File: src/rtl/step_dir_decoder.sv
// Step/direction input decoder: synchronizes, qualifies and counts step pulses, tracks motion.
// Optional period measurement enabled by defining STEP_DIR_DECODER_PERIOD_EN.
module step_dir_decoder #(
    parameter int SYNC_STAGES  = 2,
    parameter int MIN_HIGH     = 2,
    parameter int IDLE_TIMEOUT = 1000000
) (
    input  logic        clk,
    input  logic        rst,
    input  logic        step_in,
    input  logic        dir_in,
    input  logic        clear,
    output logic [31:0] position,
    output logic        step_strobe,
    output logic        direction,
    output logic        moving,
    output logic        glitch_err,
    output logic [31:0] period
);

    localparam logic [7:0]  MIN_HIGH_M1 = 8'(MIN_HIGH - 1);
    localparam logic [31:0] IDLE_LIM    = 32'(IDLE_TIMEOUT);

    typedef enum logic [1:0] {LOW, QUAL, HIGH} state_t;

    state_t                 state;
    logic [7:0]             qual_cnt;
    logic [SYNC_STAGES-1:0] step_sync;
    logic [SYNC_STAGES-1:0] dir_sync;
    logic [SYNC_STAGES-1:0] fill;
    logic                   armed;
    logic                   step_s;
    logic                   dir_s;
    logic                   accept;
    logic                   moving_fall;
    logic [31:0]            idle_cnt;
    logic [31:0]            delta;
    logic [31:0]            pos_base;

    assign step_s = step_sync[SYNC_STAGES-1];
    assign dir_s  = dir_sync[SYNC_STAGES-1];

    // fill tracks when step_s carries a real sample; armed waits for a low level
    // so a step_in already high at reset release is never counted.
    always_ff @(posedge clk or posedge rst) begin
        if (rst) begin
            step_sync <= '0;
            dir_sync  <= '0;
            fill      <= '0;
            armed     <= 1'b0;
        end else begin
            step_sync <= {step_sync[SYNC_STAGES-2:0], step_in};
            dir_sync  <= {dir_sync[SYNC_STAGES-2:0], dir_in};
            fill      <= {fill[SYNC_STAGES-2:0], 1'b1};
            if (fill[SYNC_STAGES-1] && !step_s)
                armed <= 1'b1;
        end
    end

    always_comb begin
        accept = 1'b0;
        case (state)
            LOW:     accept = armed && step_s && (MIN_HIGH == 1);
            QUAL:    accept = step_s && (qual_cnt == MIN_HIGH_M1);
            default: accept = 1'b0;
        endcase
    end

    always_comb begin
        delta       = dir_s ? '1 : 32'd1;
        pos_base    = clear ? '0 : position;
        moving_fall = moving && !accept && (idle_cnt + 32'd1 == IDLE_LIM);
    end

    always_ff @(posedge clk or posedge rst) begin
        if (rst) begin
            state       <= LOW;
            qual_cnt    <= '0;
            position    <= '0;
            step_strobe <= 1'b0;
            direction   <= 1'b0;
            glitch_err  <= 1'b0;
        end else begin
            step_strobe <= 1'b0;
            if (clear) begin
                position   <= '0;
                glitch_err <= 1'b0;
            end
            if (accept) begin
                step_strobe <= 1'b1;
                direction   <= dir_s;
                position    <= pos_base + delta;
            end
            case (state)
                LOW: begin
                    if (armed && step_s) begin
                        qual_cnt <= 8'd1;
                        state    <= accept ? HIGH : QUAL;
                    end
                end
                QUAL: begin
                    if (!step_s) begin
                        state      <= LOW;
                        glitch_err <= 1'b1;
                    end else if (accept) begin
                        state <= HIGH;
                    end else begin
                        qual_cnt <= qual_cnt + 8'd1;
                    end
                end
                HIGH: begin
                    if (!step_s)
                        state <= LOW;
                end
                default: state <= LOW;
            endcase
        end
    end

    always_ff @(posedge clk or posedge rst) begin
        if (rst) begin
            moving   <= 1'b0;
            idle_cnt <= '0;
        end else if (accept) begin
            moving   <= 1'b1;
            idle_cnt <= '0;
        end else if (moving) begin
            idle_cnt <= idle_cnt + 32'd1;
            if (moving_fall)
                moving <= 1'b0;
        end
    end

`ifdef STEP_DIR_DECODER_PERIOD_EN
    logic [31:0] since_cnt;
    logic [31:0] since_inc;
    logic        have_step;

    assign since_inc = (since_cnt == '1) ? since_cnt : since_cnt + 32'd1;

    always_ff @(posedge clk or posedge rst) begin
        if (rst) begin
            since_cnt <= '0;
            have_step <= 1'b0;
            period    <= '0;
        end else if (accept) begin
            if (have_step)
                period <= since_inc;
            since_cnt <= '0;
            have_step <= 1'b1;
        end else begin
            since_cnt <= since_inc;
            if (moving_fall)
                period <= '0;
        end
    end
`else
    assign period = '0;
`endif

endmodule

File: config.mk
export PLATFORM = sky130hd
export DESIGN_NAME = step_dir_decoder
export DESIGN_NICKNAME = d
export VERILOG_FILES = /design/src/rtl/step_dir_decoder.sv
export SDC_FILE = /design/constraint.sdc
export NUM_CORES = 1
export LEC_CHECK = 0
export BUFFER_PORTS_ARGS = -buffer_cell sky130_fd_sc_hd__buf_2
export CAP_MARGIN = 10
export CORE_ASPECT_RATIO = 1.75
export CORE_MARGIN = 5
export CORE_UTILIZATION = 40
export DETAILED_ROUTE_END_ITERATION = 16
export GPL_TIMING_DRIVEN = 0
export SLEW_MARGIN = 40
export SYNTH_ARGS = -nofsm -noshare
export SYNTH_HDL_FRONTEND = slang
export SYNTH_SLANG_ARGS = --single-unit
File: constraint.sdc
create_clock -name clk -period 4.16 [get_ports clk]
set_clock_uncertainty 0.05 [all_clocks]
set_input_delay 0.208 -clock clk [delete_from_list [all_inputs] [get_ports clk]]
set_output_delay 0.208 -clock clk [all_outputs]
set_load 0.01 [all_outputs]
Word-level counts from Yosys, hierarchy flattened
Index checks and enable logic that the tools add are counted.
- $add $sub $neg: 3
- equality and inequality tests: 9
- multiplexer cells: 23
- reduce and logical (&&, ||, !) cells: 12
- operator list (operator ; count):
    2-to-1 mux 32 bit ; 5
    adder 32 x 1 -> 32 bit, second input constant ; 1
    adder 32 bit ; 1
    == test 32 x 20 -> 1 bit, second input constant ; 1
    2-to-1 mux 8 bit ; 3
    case mux 8 bit (2 select lines) ; 1
    2-to-1 mux 2 bit ; 5
    adder 8 x 1 -> 8 bit, second input constant ; 1
    == test 8 x 1 -> 1 bit, second input constant ; 1
    2-to-1 mux 1 bit ; 8
    != test 2 bit, second input constant ; 4
    case mux 2 bit (3 select lines) ; 1
    logical AND 1 bit ; 5
    AND reduction 4 bit ; 1
    nonzero test 2 bit ; 2
    != test 3 bit, second input constant ; 1
    AND reduction 3 bit ; 1
    == test 2 x 1 -> 1 bit, second input constant ; 1
    == test 2 bit, second input constant ; 1
    zero test 1 bit ; 2
    zero test 2 bit ; 1
- register bits: 85

Depth between registers and ports, before layout
- word-level depth: 9
- mapped depth: 12

Worst setup path before layout
No wires, ideal clock.
- kind: register to register
- start: register dir_sync[1]
- end: register position[25]
- arrival time: 3.225 ns
- data required time: 3.990 ns
- path slack: 0.766 ns
- cell stages (with the launch flop): 11
- buffers on the path: 1
- cell sequence: dfrtp_1 ha_1 buf_6 a21o_1 a21o_1 a221o_1 or3b_1 o211ai_2 a21boi_1 or3_1 a31o_1
- word-level cells in the longest chain between the ends: 3
- ends and longest elaborated chain (item ; RTL line ; RTL):
    start: declaration ; 29 ; logic [SYNC_STAGES-1:0] dir_sync;
    start signal: assignment ; 53 ; dir_sync <= {dir_sync[SYNC_STAGES-2:0], dir_in};
    2-to-1 mux 32 bit ; 70 ; delta = dir_s ? '1 : 32'd1;
    adder 32 bit ; 92 ; position <= pos_base + delta;
    2-to-1 mux 32 bit ; 89 ; if (accept) begin
    end signal: assignment ; 92 ;
    end: declaration ; 13 ; output logic [31:0] position,
No other way between the ends.
A chain may end at the register's enable or synchronous reset.

Final worst setup path
- start: register dir_sync[1]
- end: register position[31]
The elaborated chain is that of the path after synthesis.

==> run_results.csv <==
group,metric,value,unit
routing,dr.pass1.iters,4,
critical_path,path_buf_inv,1,
final_layout,antenna_cells,0,
routing,wire_per_inst,15.89,um
global_routing,grt-ovfl-total,0,
global_routing,antenna_found_initial,0,
pwr,clock_power_share,25.3,%
routing,routed_via_density,5.486,
synth,yosysSeqAreaShare,34.64,%
sta,tns,0,ns
synth,synth.top_cell.area_share,34.64,%
critical_path,crit_type,"flop to flop",
critical_path,crit_slowest_cell,"dfrtp_2",
job,max-cap-violations,0,
routing,first_iter_violations,177,
pwr,seq_power_share,35.5,%
sta,hold_violations,0,
placement,gp_congestion,0.8938,
final_layout,multi_input_area,0.003699,mm2
pwr,p_leak,3.404,nW
synth,synthDistinctLibCells,75,
pwr,p_int,1.940,mW
synth,synth_enable_flop_cells,0,
global_routing,grt_pass1_vias,5562,
sta,slew_headroom,47.86,%
pwr,pwr-share-comb,39.2,%
sta,min_period,3.515,ns
final_layout,sequential_cell_area,0.002128,mm2
status,status,"complete, no violations",
sta,worstMarginPinSlew,0.7821,ns
clocking,cts_made_buffers,9,
clocking,root_buffer,"clkbuf_16",
pwr,p_sw,1.247,mW
synth,synth_flop_cell,"dfrtp_1",
critical_path,crit_top_cell,"a21o_1",
critical_path,crit_chain,"ha_1 > buf_6 > a21o_1 > a21o_1 > a221o_1 > or3b_1 > o21ai_0 > nor3b_1 > a211oi_1 > xnor2_1",
die,initial_core_util,40.29,%
die,die_h,173.9,um
sta,rsz0062_at_grt,"no",
critical_path,critPathCaptureType,"flop",
sta,setup_viol_count_final,0,
synth,synth_common_cells,"dfrtp_1 (85), nand2_1 (69), nor2_1 (63)",
die,core-area,0.01524,mm2
critical_path,startpoint_type,"flop",
synth,yosys.area.top_type,"dfrtp_1",
clocking,clock_path_buffers,2,
critical_path,cpPeakStageDelay,0.86,ns
clocking,cts_tree,"done",
routing,vias,5393,
clocking,clock-sinks,85,
critical_path,ff2ff_path_depth,10,
global_routing,grt_pass1_wl,26320,um
pwr,p_per_area,452.2,mW/mm2
synth,synthArstFlopShare,100.0,%
critical_path,cp_data_arrival_time,3.69,ns
final_layout,nNetsFinal,831,
sta,period_share,84.50,%
critical_path,crit_fanout,35,
synth,yosysWarnings,0,
placement,dp_hpwl,11750,um
synth,synthCells,706,
die,fp-row-count,60,
synth,synth_area_leaders,"dfrtp_1 (35%), ha_1 (6.7%), xor2_1 (4.9%)",
die,num_io_pins,73,
critical_path,critPathTopFamily,"compound AO/OA/AOI/OAI gates",
die,fp.dieW,103.7,um
sta,clock.fmax,0.2845,GHz
synth,synth_area,0.006140,mm2
global_routing,grt_usage,17.36,%
clocking,clock_latency,0.35,ns
placement,port_buffers,40,
synth,avgSynthCellArea,8.696,um2
final_layout,drive_gt1_share,15.31,%
global_routing,grt_max_degree,46,
worst_hold_path,hold_path_class,"flop to flop",
worst_hold_path,hold_path_depth,0,
final_layout,finish.utilization,46.26,%
final_layout,num-fill-cells,1530,
routing,drc,0,
die,dieArea,0.01803,mm2
sta,slew_viol_final,0,
critical_path,cp.depth,10,
synth,ys_ff_latch,85,
clocking,clkTransAtPathRegs,0.07,ns
pwr,ir_drop,0.2259,mV
critical_path,worstPathRequired,4.34,ns
routing,ant_nets,0,
routing,wirelength,15620,um
clocking,post_cts_buffers,0,
final_layout,areaGrowthSynthToFinish,14.82,%
clocking,htree_levels,3,
synth,yosysMostFrequentCell,"dfrtp_1",
pwr,swShare,39.14,%
## power by group through the flow
| stage | sequential (mW) | clock, mW | combinational (mW) |
|---|---|---|---|
| 2_1_floorplan | 1.17 | 0 | 0.834 |
| 4_1_cts | 1.13 | 0.830 | 1.26 |
| 3_3_place_gp | 1.14 | 0 | 1.21 |
| 6_report | 1.13 | 0.807 | 1.25 |
| 5_1_grt | 1.16 | 0.861 | 1.39 |
| 3_5_place_dp | 1.15 | 0 | 1.25 |
## cell type report
| cell class | instances | share of cell area (%) |
|---|---|---|
| repair buffers | 44 | 3.656 |
| flip-flops and latches | 85 | 30.19 |
| clock inverters | 6 | 0.7277 |
| multi-input cells | 577 | 52.47 |
| inverters | 18 | 1.029 |
| well taps | 186 | 3.301 |
| clock buffers | 10 | 3.390 |
| plain buffers | 57 | 5.236 |
## metrics by stage
step	total power, mW	instance area, um2	instances	hold WS, ns	setup WS, ns
2_1_floorplan	2.004	6256	737	0.1894	0.7657
3_3_place_gp	2.352	6689	963	0.2682	0.1974
3_5_place_dp	2.394	6729	964	0.1999	0.4981
4_1_cts	3.221	7049	983	0.3006	0.6327
5_1_grt	3.412	7049	983	0.3122	0.3643
6_report	3.188	7049	983	0.3006	0.6449
## cells by family (layout without fill, tap and decap cells)
logic type	after synthesis	after routing	share of synthesized area [%]
fa+ha+maj	34	34	7.051
other cells	2	33	0.1223
buf+inv	75	135	7.112
xor+xnor	62	62	8.845
flops	85	85	34.64
mux	6	6	1.080
compound gates	162	162	17.40
simple gates	280	280	23.74
## sequential cells by signal, indices dropped and copies added, names as in the netlist
| name | flops |
|---|---|
| direction | 1 |
| step_sync | 2 |
| glitch_err | 1 |
| armed | 1 |
| position | 32 |
| dir_sync | 2 |
| fill | 2 |
| state | 2 |
| moving | 1 |
| step_strobe | 1 |
| qual_cnt | 8 |
| idle_cnt | 32 |
## layer usage
metal / global-route usage, % / vias to the layer above / part of all wire [%]
met3: 2.861 / 39 / 3.2
met5: 0 / - / 0
met2: 33.44 / 113 / 55
met1: 18.24 / 2608 / 39
met4: 7.185 / 0 / 3.0
li1: - / 2633 / -
## cells in the final DEF (no fill, tap or decap), drive strengths merged, types with 5 or more instances in the layout
cell and n:
nand4 17, and3 9, nand2 69, mux2 5, a21o 17, inv 23
and2 6, dfrtp 85, buf 79, ha 33, nor2 63, a211oi 6
o211ai 6, nand3 30, xor2 34, a21oi 36, a31oi 7, o21ai 48
xnor2 28, clkbuf 29, a31o 5, nor2b 34, a2111oi 5, nor3 11
nor4 8, conb 33, or3 11
## path summary, 6_finish.rpt
kind                                            start                       end  slack [ns]
worst max-delay path            dir_sync[1]$_DFF_PP0_    position[31]$_DFF_PP0_        0.64
worst min-delay path                fill[0]$_DFF_PP0_         fill[1]$_DFF_PP0_        0.30
worst max register to register  dir_sync[1]$_DFF_PP0_    position[31]$_DFF_PP0_        0.64
worst min register to register      fill[0]$_DFF_PP0_         fill[1]$_DFF_PP0_        0.30
max in group asynchronous                         rst   idle_cnt[1]$_DFFE_PP0P_        3.15
min in group asynchronous                         rst  idle_cnt[20]$_DFFE_PP0P_        0.36
## worst register-to-register path, stage by stage (launching register included)
cell and delay (ns):
dfrtp_2 0.86, ha_1 0.40, buf_6 0.14, a21o_1 0.16, a21o_1 0.17, a221o_1 0.35, or3b_1 0.41, o21ai_0 0.37
nor3b_1 0.25, a211oi_1 0.10, xnor2_1 0.14
## what timing repair did
action / 4_1_cts / 5_1_grt
endpoints found under the hold margin: 42 / 0
hold buffers: 3 / 0
gates resized for setup: 0 / 0
(Power assumes the default switching activity.)
